## config.mk

```make
export PLATFORM = sky130hd
export DESIGN_NAME = rr_mux_sel_arbiter
export DESIGN_NICKNAME = d
export VERILOG_FILES = /design/src/rtl/rr_mux_sel_arbiter_pkg.sv /design/src/rtl/rr_mux_sel_arbiter_pick.sv /design/src/rtl/rr_mux_sel_arbiter.sv
export SDC_FILE = /design/constraint.sdc
export NUM_CORES = 1
export LEC_CHECK = 0
export CORE_MARGIN = 3
export CORE_UTILIZATION = 44
export DETAILED_ROUTE_END_ITERATION = 10
export PLACE_DENSITY = 0.7
export SLEW_MARGIN = 20
export SYNTH_ARGS = -nofsm -noshare
export SYNTH_HDL_FRONTEND = slang
export SYNTH_SLANG_ARGS = --single-unit
```

## constraint.sdc

```tcl
create_clock -name clk -period 1.6 [get_ports clk]
set_input_delay 0.32 -clock clk [delete_from_list [all_inputs] [get_ports clk]]
set_output_delay 0.32 -clock clk [all_outputs]
set_load 0.05 [all_outputs]
```

## src/rtl/rr_mux_sel_arbiter_pkg.sv

```systemverilog
`default_nettype none
// ============================================================================
// Module      : rr_mux_sel_pkg
// Description : Shared types, constants and helpers for the round-robin
//               select arbiter that drives a 4x1 mux select.
// Revision    : 1.0 - initial release
// ============================================================================
package rr_mux_sel_pkg;

    localparam int NUM_CH = 4;

    typedef logic [1:0] sel_t;
    typedef logic [3:0] req_t;

    typedef enum logic [0:0] {
        IDLE  = 1'b0,
        GRANT = 1'b1
    } state_t;

    // One-hot grant vector for a channel index
    function automatic req_t onehot(input sel_t s);
        return req_t'(1) << s;
    endfunction

endpackage
`default_nettype wire

```

## src/rtl/rr_mux_sel_arbiter_pick.sv

```systemverilog
`default_nettype none
// ============================================================================
// Module      : rr_pick_next
// Description : Combinational rotate-priority encoder. Searches req starting
//               one past 'last' and wrapping, so 'last' has lowest priority.
//               With RR_MUX_SEL_FIXED_PRIO_EN defined, channel 0 is always
//               highest priority and 'last' is ignored.
// Revision    : 1.0 - initial release
// ============================================================================
module rr_pick_next
    import rr_mux_sel_pkg::*;
(
    input  logic [3:0] req,
    input  logic [1:0] last,
    output logic [1:0] pick,
    output logic       any
);

    assign any = |req;

`ifdef RR_MUX_SEL_FIXED_PRIO_EN
    logic w_unused_last;
    assign w_unused_last = ^last;

    // Lowest-numbered requester wins; scanning downward lets it overwrite
    always_comb begin
        pick = '0;
        for (int k = NUM_CH - 1; k >= 0; k--) begin
            if (req[k]) begin
                pick = sel_t'(k);
            end
        end
    end
`else
    sel_t w_idx;

    // Scan offsets from farthest to nearest so the nearest requester after
    // 'last' is the final assignment; offset NUM_CH wraps back onto 'last'
    always_comb begin
        pick  = '0;
        w_idx = '0;
        for (int k = NUM_CH; k >= 1; k--) begin
            w_idx = last + sel_t'(k);
            if (req[w_idx]) begin
                pick = w_idx;
            end
        end
    end
`endif

endmodule
`default_nettype wire

```

## src/rtl/rr_mux_sel_arbiter.sv

```systemverilog
`default_nettype none
// ============================================================================
// Module      : rr_mux_sel_arbiter
// Description : Four-channel round-robin arbiter producing the select for a
//               downstream 4x1 mux. A grant lasts until the owner drops its
//               request or MAX_BEATS accepted beats, then rotates with no
//               bubble. All outputs come straight from registers.
//               Optional macro RR_MUX_SEL_FIXED_PRIO_EN selects fixed
//               priority (ch0 highest) instead of round-robin.
// Revision    : 1.0 - initial release
// ============================================================================
module rr_mux_sel_arbiter
    import rr_mux_sel_pkg::*;
#(
    parameter int MAX_BEATS = 4
)
(
    input  logic       clk,
    input  logic       rst_n,
    input  logic [3:0] req,
    input  logic       sel_ready,
    output logic [1:0] sel_mux,
    output logic       sel_valid,
    output logic [3:0] grant
);

    localparam int               CNT_W       = $clog2(MAX_BEATS + 1);
    localparam logic [CNT_W-1:0] C_LAST_BEAT = CNT_W'(MAX_BEATS - 1);

    state_t           state_q, state_d;
    sel_t             sel_q, sel_d;
    logic             valid_q, valid_d;
    req_t             grant_q, grant_d;
    sel_t             last_q, last_d;
    logic [CNT_W-1:0] cnt_q, cnt_d;

    sel_t             w_pick;
    logic             w_any;
    logic             w_beat;
    logic             w_end;

    // last_q equals the current owner while granted, so the same pointer
    // serves both first arbitration from IDLE and re-arbitration at a boundary
    rr_pick_next u_pick (
        .req  (req),
        .last (last_q),
        .pick (w_pick),
        .any  (w_any)
    );

    assign w_beat = valid_q & sel_ready;
    assign w_end  = !req[sel_q] || (w_beat && (cnt_q == C_LAST_BEAT));

    // Next-state: arbitrate from IDLE, count beats and hand over at grant end
    always_comb begin
        state_d = state_q;
        sel_d   = sel_q;
        valid_d = valid_q;
        grant_d = grant_q;
        last_d  = last_q;
        cnt_d   = cnt_q;
        case (state_q)
            IDLE: begin
                if (w_any) begin
                    state_d = GRANT;
                    sel_d   = w_pick;
                    valid_d = 1'b1;
                    grant_d = onehot(w_pick);
                    last_d  = w_pick;
                    cnt_d   = '0;
                end
            end
            GRANT: begin
                if (w_beat) begin
                    cnt_d = cnt_q + CNT_W'(1);
                end
                if (w_end) begin
                    if (w_any) begin
                        sel_d   = w_pick;
                        grant_d = onehot(w_pick);
                        last_d  = w_pick;
                        cnt_d   = '0;
                    end else begin
                        // sel_mux deliberately keeps its last value when idle
                        state_d = IDLE;
                        valid_d = 1'b0;
                        grant_d = '0;
                        cnt_d   = '0;
                    end
                end
            end
            default: begin
                state_d = IDLE;
                valid_d = 1'b0;
                grant_d = '0;
                cnt_d   = '0;
            end
        endcase
    end

    // State and output registers; reset makes channel 0 first in line
    always_ff @(posedge clk) begin
        if (!rst_n) begin
            state_q <= IDLE;
            sel_q   <= '0;
            valid_q <= 1'b0;
            grant_q <= '0;
            last_q  <= 2'd3;
            cnt_q   <= '0;
        end else begin
            state_q <= state_d;
            sel_q   <= sel_d;
            valid_q <= valid_d;
            grant_q <= grant_d;
            last_q  <= last_d;
            cnt_q   <= cnt_d;
        end
    end

    assign sel_mux   = sel_q;
    assign sel_valid = valid_q;
    assign grant     = grant_q;

endmodule
`default_nettype wire

```

==> flow_summary_export.csv <==
group,metric,value,unit
synthesis,synth_top_family_by_area,"simple AND/OR/NAND/NOR gates",
finish,layout.cells.non_filler,131,
power_and_ir_drop,power_switching,0.344,mW
finish,final_area,1100,µm²
die,die_h,46.5,µm
die,start_util,0.475,
power_and_ir_drop,pwr-share-clk,0.214,
timing,fin_worst_skew,3.17,ps
worst_hold_path,whs_path_depth,2,
synthesis,postSynthAreaPerCell,9.39,µm²
power_and_ir_drop,leakage,0.471,nW
synthesis,yosys.area_share.simple,0.232,
routing,drt_pass1_iterations,3,
worst_setup_path,cp.arrival,1830,ps
finish,drive_gt1_frac,0.426,
timing,fin_crit_sh,1.00,
power_and_ir_drop,power_frac_comb,0.392,
run,max_cap_viol_count,0,
synthesis,async_flop_share,0,
die,die_area,2170,µm²
routing,wire_per_inst,14.1,µm
grt,grt_max_degree,8,
worst_setup_path,critPathTopFamily,"multiplexers",
placed_design,portBuffers,13,
worst_setup_path,r2r_start,"sel_mux[0]",
synthesis,ys_seq_area_frac,0.360,
timing,relSlewSlack,0.677,
clock_tree,numCtsBuffers,3,
placed_design,placed_cell_area,1030,µm²
power_and_ir_drop,seqPwrFrac,0.394,
status,status,"finished with violations",
worst_setup_path,critPathKind,"register to register",
worst_hold_path,min_path_type,"register to register",
worst_setup_path,reg2reg_slack,-6,ps
placed_design,gp_congestion,0.758,
grt,grt.total_usage,0.192,
routing,drt_iter0_drc,17,
synthesis,ys_seq_elements,13,
power_and_ir_drop,p_per_area,893,nW/µm²
routing,totalWireLength,1.85,mm
placed_design,dp_hpwl,1.42,mm
worst_setup_path,timing.rr.end,"grant[2]",
worst_setup_path,path_buf_inv,0,
timing,period_needed,1610,ps
clock_tree,root_buffer,"clkbuf_4",
synthesis,yosysWarnings,0,
timing,finalHoldViolCount,0,
worst_setup_path,cp_max_fo,7,
power_and_ir_drop,p_int,0.641,mW
placed_design,place_ws,-553,ps
timing,fmax,622,MHz
synthesis,synth-adder-area-share,0.0519,
worst_setup_path,worstPathRequired,1820,ps
grt,grt-ovfl-total,0,
power_and_ir_drop,power_switching_share,0.349,
clock_tree,cts_sinks,13,
timing,setup_ws,-6.43,ps
routing,drcViolationCount,0,
power_and_ir_drop,ir_drop,593,µV
clock_tree,clkLatencyLatePin,280,ps
synthesis,netlist_instances,77,
synthesis,muxShareOfSynthArea,0.100,
synthesis,netlist_area,723,µm²
clock_tree,clock_path_buffers,2,
synthesis,synth_nets,87,
routing,vias,723,
worst_hold_path,min_to,"cnt_q[2]",
synthesis,synth_xor_area_frac,0,
die,die_w,46.5,µm
worst_setup_path,worstRegToRegCells,4,
synthesis,synth_edf_count,0,
worst_hold_path,hp-start,"cnt_q[2]",
finish,antennaDiodeCount,0,
timing,setup_viol,2,
synthesis,synth_compound_area_frac,0.228,
clock_tree,htreeDepth,1,
finish,fin_nets,126,
routing,avgViaCountPerCell,5.52,
clock_tree,cts_tree,"yes",
worst_setup_path,critical_path.slowest_cell,"mux4_2",
timing,rsz0062_at_grt,"yes",
clock_tree,hold_buffers,0,
finish,syn_to_final_growth,52.6,%
worst_setup_path,start_kind,"register",
finish,fin_util,0.724,
grt,antenna_found_initial,0,
grt,grt_pass1_vias,705,
grt,grt_pass1_wl,2.97,mm
die,core_area,1520,µm²
clock_tree,clk_pin_slew,80,ps
die,num_rows,14,
timing,tightest_slew,484,ps
routing,ant_nets,0,
status,violations,"setup timing",
synthesis,ys.flop_type,"dfxtp_1",
worst_setup_path,cp-end-kind,"register",
placed_design,placed_cells,125,
worst_setup_path,path_cells,"mux4_2 > a31oi_4 > and2_4 > a32o_1",
die,ios,14,
synthesis,ys_types,32,
worst_setup_path,cpPeakStageDelay,550,ps
timing,drv_slew,0,
timing,tns,-8.16,ps
==> per-stage QoR <==
| stage | hold slack, ps | power, mW |
|---|---|---|
| floorplan | 435 | 0.595 |
| global placement | 446 | 0.749 |
| detailed placement | 459 | 0.758 |
| CTS | 474 | 0.981 |
| global route | 491 | 1.04 |
| finish | 470 | 0.986 |
==> metal layers <==
metal | vias up | track usage | part of all wire
met4 | 0 | 0.0341 | 0
met5 | - | 0 | 0
met2 | 9 | 0.332 | 0.51
met1 | 348 | 0.233 | 0.47
li1 | 366 | - | -
met3 | 0 | 0.0586 | 0.025
==> kinds of logic (layout without fill, tap and decap cells) <==
| family | count (synthesis) | count (layout) |
|---|---|---|
| mux | 6 | 6 |
| flops | 13 | 13 |
| fa+ha+maj | 3 | 3 |
| buf+inv | 5 | 43 |
| compound gates | 21 | 21 |
| simple gates | 29 | 29 |
==> sequential cells by signal, summed over array words and instances, names as in the netlist <==
name and cells:
grant 4, sel_mux 2, cnt_q 3, sel_valid 1
last_q 2, state_q 1
==> how the worst max path moves through the flow <==
stage               start          to  depth (start not counted)
2_1_floorplan  sel_mux[0]  sel_mux[1]                          4
3_3_place_gp       req[3]  sel_mux[0]                          6
3_5_place_dp       req[3]  sel_mux[0]                          6
4_1_cts        sel_mux[0]   last_q[1]                          5
5_1_grt        sel_mux[0]    grant[2]                          4
6_report       sel_mux[0]    grant[2]                          4
==> cells in the final DEF (no fill, tap or decap), types with 2 or more instances in the layout <==
cell type	count
buf_4	26
dlygate4sd2_1	4
clkdlybuf4s50_1	2
nand2_1	9
dfxtp_2	2
ha_1	2
mux2i_1	4
a32o_1	3
nor3_1	3
or4b_1	2
dfxtp_1	10
o21ai_0	3
inv_1	4
or2b_1	3
nor2_1	3
buf_12	2
clkbuf_4	3
a21oi_1	3
==> cell type report <==
class / instances / area (µm²)
multi-input cells: 59 / 474
well taps: 16 / 20.0
flip-flops and latches: 13 / 267
repair buffers: 35 / 302
inverters: 4 / 15.0
fillers: 118 / 420
clock buffers: 4 / 26.3
==> worst min-delay path: cells and delay by family (launching register included) <==
| kind | cells | cell delay [ps] |
|---|---|---|
| flops | 1 | 320 |
| simple gates | 1 | 50 |
| mux | 1 | 50 |
==> power by group through the flow <==
| stage | Clock [mW] | Combinational [mW] | Sequential (mW) |
|---|---|---|---|
| floorplan | 0 | 0.130 | 0.466 |
| global placement | 0 | 0.356 | 0.393 |
| detailed placement | 0 | 0.363 | 0.395 |
| CTS | 0.219 | 0.375 | 0.387 |
| global route | 0.231 | 0.411 | 0.395 |
| finish | 0.211 | 0.386 | 0.388 |
==> what timing repair did <==
item | CTS | global route
gates resized for setup | 5 | 7
pin swaps | 3 | 3
buffers inserted | 2 | 0
setup endpoints to repair | 12 | 11
==> synthesized netlist by cell type (2+ instances only) <==
library cell,number,area share
dfxtp_1,13,0.36
nand2_1,9,0.047
mux2i_1,5,0.069
a21oi_1,4,0.028
inv_1,4,0.021
a32o_1,3,0.042
ha_1,3,0.052
nor2_1,3,0.016
nor3_1,3,0.021
o21ai_0,3,0.021
or2b_1,3,0.031
nand3_1,2,0.014
o31ai_1,2,0.021
or4b_1,2,0.028
No activity file was read; power rests on OpenSTA's default activity.
